## config.mk

```make
export PLATFORM = sky130hd
export DESIGN_NAME = serial_pattern_detector
export DESIGN_NICKNAME = d
export VERILOG_FILES = /design/src/rtl/serial_pattern_detector.sv
export SDC_FILE = /design/constraint.sdc
export NUM_CORES = 1
export LEC_CHECK = 0
export CORE_MARGIN = 1
export CORE_UTILIZATION = 44
export CTS_CLUSTER_DIAMETER = 150
export CTS_CLUSTER_SIZE = 12
export DETAILED_ROUTE_END_ITERATION = 16
export PLACE_DENSITY = 0.82
export RECOVER_POWER = 25
export SYNTH_ARGS = -nofsm -noshare
export SYNTH_HDL_FRONTEND = slang
export SYNTH_SLANG_ARGS = --single-unit
```

## constraint.sdc

```tcl
create_clock -name clk -period 1.84 [get_ports clk]
set_clock_uncertainty 0.05 [all_clocks]
set_input_delay 0.368 -clock clk [delete_from_list [all_inputs] [get_ports clk]]
set_output_delay 0.368 -clock clk [all_outputs]
set_load 0.01 [all_outputs]
```

## src/rtl/serial_pattern_detector.sv

```systemverilog
// serial_pattern_detector
//
// Watches a registered serial bit stream that is qualified by a valid strobe.
// The last LEN valid bits are kept in a sliding window. Every occurrence of
// PATTERN is flagged, and overlapping occurrences count separately. Hits are
// tallied in a saturating counter. Every output comes straight from a flop.
//
// Parameters
//   LEN      window length in bits (2..16)
//   PATTERN  LEN-bit pattern; the MSB is the oldest bit and the LSB the newest
//   CNT_W    match counter width (1..16)
//
// Ports
//   clk          rising-edge system clock
//   rst_n        asynchronous active-low reset
//   din          serial data bit
//   din_valid    din is sampled only on edges where this is high
//   clear        synchronous clear of all state; has priority over din_valid
//   match        one-cycle registered pulse on a pattern hit
//   match_count  hits since reset/clear; saturates rather than wrapping
//   history      current window; bit 0 is the newest bit
//   fill_done    high once LEN valid bits have arrived since reset/clear

module serial_pattern_detector #(
    parameter int             LEN     = 4,
    parameter logic [LEN-1:0] PATTERN = 4'b1011,
    parameter int             CNT_W   = 8
) (
    input  logic             clk,
    input  logic             rst_n,
    input  logic             din,
    input  logic             din_valid,
    input  logic             clear,
    output logic             match,
    output logic [CNT_W-1:0] match_count,
    output logic [LEN-1:0]   history,
    output logic             fill_done
);

    localparam int               FW        = $clog2(LEN + 1);
    localparam logic [FW-1:0]    FILL_INIT = FW'(LEN);
    localparam logic [CNT_W-1:0] CNT_MAX   = '1;

    // The fill tracker is a down-counter. It holds the number of valid bits
    // still needed before the window is full, and it parks at zero.
    logic [FW-1:0]  fill_rem;

    logic [LEN-1:0] history_nxt;
    logic           fill_done_nxt;
    logic           hit;

    always_comb begin
        history_nxt   = {history[LEN-2:0], din};
        // The window is full after this bit when at most one bit was still
        // outstanding before it.
        fill_done_nxt = (fill_rem <= FW'(1));
        hit           = fill_done_nxt && (history_nxt == PATTERN);
    end

    always_ff @(posedge clk or negedge rst_n) begin
        if (!rst_n) begin
            history     <= '0;
            fill_rem    <= FILL_INIT;
            fill_done   <= 1'b0;
            match       <= 1'b0;
            match_count <= '0;
        end else if (clear) begin
            history     <= '0;
            fill_rem    <= FILL_INIT;
            fill_done   <= 1'b0;
            match       <= 1'b0;
            match_count <= '0;
        end else if (din_valid) begin
            history   <= history_nxt;
            fill_done <= fill_done_nxt;
            match     <= hit;
            if (fill_rem != '0) begin
                fill_rem <= fill_rem - FW'(1);
            end
            if (hit && (match_count != CNT_MAX)) begin
                match_count <= match_count + CNT_W'(1);
            end
        end else begin
            match <= 1'b0;
        end
    end

endmodule

```

# == After elaboration in Yosys (flattened, before gate mapping) ==
# Index checks and enable logic that the tools add are counted.
# totals
register_bits,17
wordCells,30
output_inout_bits,14
inputBits,5
# classes
add_sub_neg,2
n_reduce_logical,8
order_cmp,1
n_mux,12
n_eq_ne,2
# op_table
op,count
$mux W8,3
$mux W3,3
$add A8 B1 Y8 const B,1
$mux W4,2
$ne A8 B8 Y1 const B,1
$reduce_bool A2 Y1,3
$eq A4 B4 Y1 const B,1
$mux W1,4
$reduce_and A2 Y1,2
$le A3 B1 Y1 const B,1
$reduce_bool A3 Y1,1
$sub A3 B1 Y3 const B,1
$logic_and A1 B1 Y1,2

# == Longest topological paths before layout ==
# depth
depth_word,6
depth_mapped,7
depth_no_buf,6

# == Worst setup path before layout ==
# Ideal clock, no wire load.
# synth_path
kind,reg-to-reg
start,register fill_rem[1]
end,register match_count[5]
slack_ns,-0.139
path_stages_with_launch,7
arrival_ns,1.851
required_ns,1.712
period_less_slack_ns,1.979
setup_time_ns,0.078
n_path_buf,0
path_cell_list,dfrtp_1 > inv_1 > ha_1 > o21ba_1 > or4_4 > or4_1 > a21oi_1
# synth_between
elab_chain_cells,5
# synth_rtl
item,line,text
from (decl),46,logic [FW-1:0] fill_rem;
from (signal assigned),78,fill_rem <= fill_rem - FW'(1);
$le A3 B1 Y1,56,fill_done_nxt = (fill_rem <= FW'(1));
$logic_and A1 B1 Y1,57,hit = fill_done_nxt && (history_nxt == PATTERN);
$logic_and A1 B1 Y1,80,if (hit && (match_count != CNT_MAX)) begin
$reduce_bool A2 Y1 (no source line),n/a,
$reduce_and A2 Y1 (no source line),n/a,
to (signal assigned),81,match_count <= match_count + CNT_W'(1);
to (decl),35,"output logic [CNT_W-1:0] match_count,"
# No other way between the ends.
# A chain may end at the register's enable or synchronous reset.

# == Final worst setup path ==
# Ends and elaborated chain as after synthesis.

==> results.cfg <==
[status]
status = finished with violations
violations = negative setup slack

[global_routing]
grt_overflow = 0
grt_pass1_wl_microns = 3370
grt_max_degree = 18
antenna_found_initial = 0
grt_pass1_vias = 764
grt_util_all_layers = 0.225

[worst_setup_path]
cp_max_fo = 7
critPathArrivalTime_ps = 2090
end_kind = flip-flop
reg2reg_setup_slack_ps = -70
worst-setup-path-type = reg -> reg
cp.required_ps = 2020
critPathLaunchType = flip-flop

[synth]
synth_adder_area_share = 0.0571
synth_simple_gate_area_frac = 0.204
synth_top_family_by_area = simple AND/OR/NAND/NOR gates
synth_compound_area_frac = 0.143
synthesis.nets = 98
synthCells = 89
synth-seq-cells = 17
synthDistinctLibCells = 30
yosysWarnings = 0
ys_seq_area_frac = 0.487
synth_xor_area_frac = 0.0100
synth_area_sq_um = 876
syn_avg_cell_area_sq_um = 9.84
synthMuxAreaShare = 0.0457

[worst_hold_path]
hold_path.class = in -> async

[final_layout]
diodes = 0
multi_input_area_sq_um = 490
final_cell_area_sq_um = 1290
final.fill_count = 148
regArea_sq_um = 427
drive_above_1_share = 0.287
syn_to_final_growth_pct = 46.9
layout.nets = 132

[timing]
grt_setup_unrepaired = yes
finalSetupViolations = 3
tightest_slew_ps = 456
post-route-period-util = 1.04
maxSlewViolCount = 0
max_slew_margin = 0.695
max_freq_ghz = 0.524
min_period_ps = 1910
setup_tns_ps = -151
setup_slack_ps = -69.8
hold_viol_final = 0

[die]
die_w_microns = 46.6
ios = 19
die_y_microns = 46.6
rows = 15
die-area_sq_um = 2170
initial_core_util = 0.486
core_area_sq_um = 1800

[pwr]
seqPwrFrac = 0.545
clkPwrFrac = 0.268
swShare = 0.267
leakage_nw = 0.533
comb_power_share = 0.187
powerDensity_nw_per_um2 = 583
internal_power_w = 0.000549
p_sw_w = 0.000200
vdd_drop_max_uv = 414

[drt]
vias_per_cell = 5.61
drtAntennaViolNets = 0
wl_per_cell_microns = 14.5
totalWireLength_microns = 2130
drtPass1Iterations = 4
drt_iter0_markers = 7
via_count = 825
drc = 0

[clock_tree]
cts_tree = done
cts-root-buf = clkbuf_4
clock-sinks = 17
clockBufferDepth = 2
h-tree-depth = 1
path_clk_slew_ps = 100
clk_latency_ps = 290
cts_buffers = 3

[placement]
gp_congestion = 0.899
port-buffer-count = 18
placed_cell_area_sq_um = 1170
place.detailed.hpwl_microns = 1380

[job]
maxCapViolations = 0
## cells by family after synthesis
| family | Yosys count |
|---|---|
| xor gates and xnor gates | 1 |
| AOI/OAI and AO/OA | 20 |
| buffers and inverters | 11 |
| muxes | 4 |
| adders and majority gates | 4 |
| DFF | 17 |
| and+or+nand+nor | 32 |
## cells in the mapped netlist
| library cell | number | area, sq um |
|---|---|---|
| dfstp_2 | 1 | 26.3 |
| a211oi_1 | 1 | 7.51 |
| clkbuf_1 | 3 | 11.3 |
| or4_4 | 1 | 11.3 |
| o21ba_1 | 1 | 10.0 |
| ha_1 | 4 | 50.1 |
| a21oi_1 | 9 | 45.0 |
| inv_1 | 6 | 22.5 |
| mux2i_1 | 4 | 40.0 |
| nor3_1 | 2 | 10.0 |
| or3_1 | 2 | 12.5 |
| a41oi_1 | 1 | 8.76 |
| or2_0 | 1 | 6.26 |
| nor4_1 | 2 | 12.5 |
| and3_1 | 4 | 25.0 |
| a311oi_1 | 1 | 8.76 |
| or2_2 | 1 | 6.26 |
| buf_4 | 1 | 7.51 |
| nor4b_1 | 1 | 8.76 |
| nand4_1 | 1 | 6.26 |
| nand2_1 | 2 | 7.51 |
| buf_2 | 1 | 5.00 |
| xnor2_1 | 1 | 8.76 |
| nand3_1 | 4 | 20.0 |
| nor2_1 | 8 | 30.0 |
| dfrtp_1 | 16 | 400 |
| o31ai_1 | 4 | 30.0 |
| o21ai_0 | 3 | 15.0 |
| or4_1 | 2 | 15.0 |
| nand3b_1 | 1 | 7.51 |
## cell type report
type	instances	share of cell area
multi-input cells	62	0.381
flip-flops and latches	17	0.332
repair buffers	33	0.225
well taps	25	0.0243
clock buffers	4	0.0204
inverters	6	0.0175
## placed cells by master, fill, tap and decap left out, drive strengths merged
| master | count |
|---|---|
| clkdlybuf4s50 | 17 |
| nand3b | 1 |
| nand2 | 2 |
| or2 | 2 |
| dfstp | 1 |
| a41oi | 1 |
| and3 | 4 |
| dlygate4sd3 | 1 |
| clkbuf | 5 |
| inv | 6 |
| nor2 | 8 |
| ha | 4 |
| buf | 14 |
| nor3 | 2 |
| o21ai | 3 |
| dfrtp | 16 |
| nor4b | 1 |
| a311oi | 1 |
| a211oi | 1 |
| a21oi | 9 |
| or4 | 4 |
| or3 | 2 |
| nand4 | 1 |
| mux2i | 4 |
| xnor2 | 1 |
| nor4 | 2 |
| o31ai | 4 |
| o21ba | 1 |
| nand3 | 4 |
## through the flow
stage	total power, W	std cells	hold WS, ps	utilization	setup slack, ps
after global routing	0.000785	147	435	0.714	-150
after global placement	0.000537	140	462	0.652	-354
after floorplan	0.000479	89	22.4	-	9.89
final	0.000749	147	402	0.714	-69.8
after detailed placement	0.000544	140	473	0.652	-396
after CTS	0.000740	146	359	0.683	-75.4
## flip-flops by register name, indices dropped and copies added (netlist names)
| signal | flops |
|---|---|
| fill_done | 1 |
| fill_rem | 3 |
| match | 1 |
| match_count | 8 |
| history | 4 |
## worst paths after layout
check | startpoint | to | depth (start not counted)
max in group asynchronous | rst_n | match_count[3] | 2
worst min-delay path | rst_n | history[1] | 1
min in group clk | history[3] | history[3] | 2
worst max register to register | fill_rem[1] | match_count[5] | 6
worst min register to register | history[3] | history[3] | 2
worst max-delay path | fill_rem[1] | match_count[5] | 6
## critical path, stage by stage, from the launching register on
cell and delay, ps:
dfrtp_1 420, inv_2 90, ha_4 110, o21ba_4 150, or4_4 460, or4_4 430, a21oi_2 130
## layer usage
| layer | global-route usage | wire length, microns | vias up |
|---|---|---|---|
| li1 | - | - | 392 |
| met1 | 0.279 | 869 | 402 |
| met2 | 0.378 | 1090 | 22 |
| met3 | 0.0392 | 108 | 9 |
| met4 | 0.0971 | 53 | 0 |
| met5 | 0 | 0 | - |
## power by group through the flow
| stage | Clock [W] | Combinational (W) | Sequential (W) |
|---|---|---|---|
| final | 0.000201 | 0.000140 | 0.000409 |
| after global routing | 0.000218 | 0.000156 | 0.000411 |
| after floorplan | 0 | 0.0000682 | 0.000411 |
| after CTS | 0.000199 | 0.000135 | 0.000406 |
| after detailed placement | 0 | 0.000132 | 0.000412 |
| after global placement | 0 | 0.000126 | 0.000411 |
## timing repair
action,4_1_cts,5_1_grt
hold buffers,0,0
cloned,1,0
gates resized for setup,3,12
endpoints found under the setup margin,5,8
setup buffers,1,1
pin swaps,2,3
No activity file was read; power rests on OpenSTA's default activity.
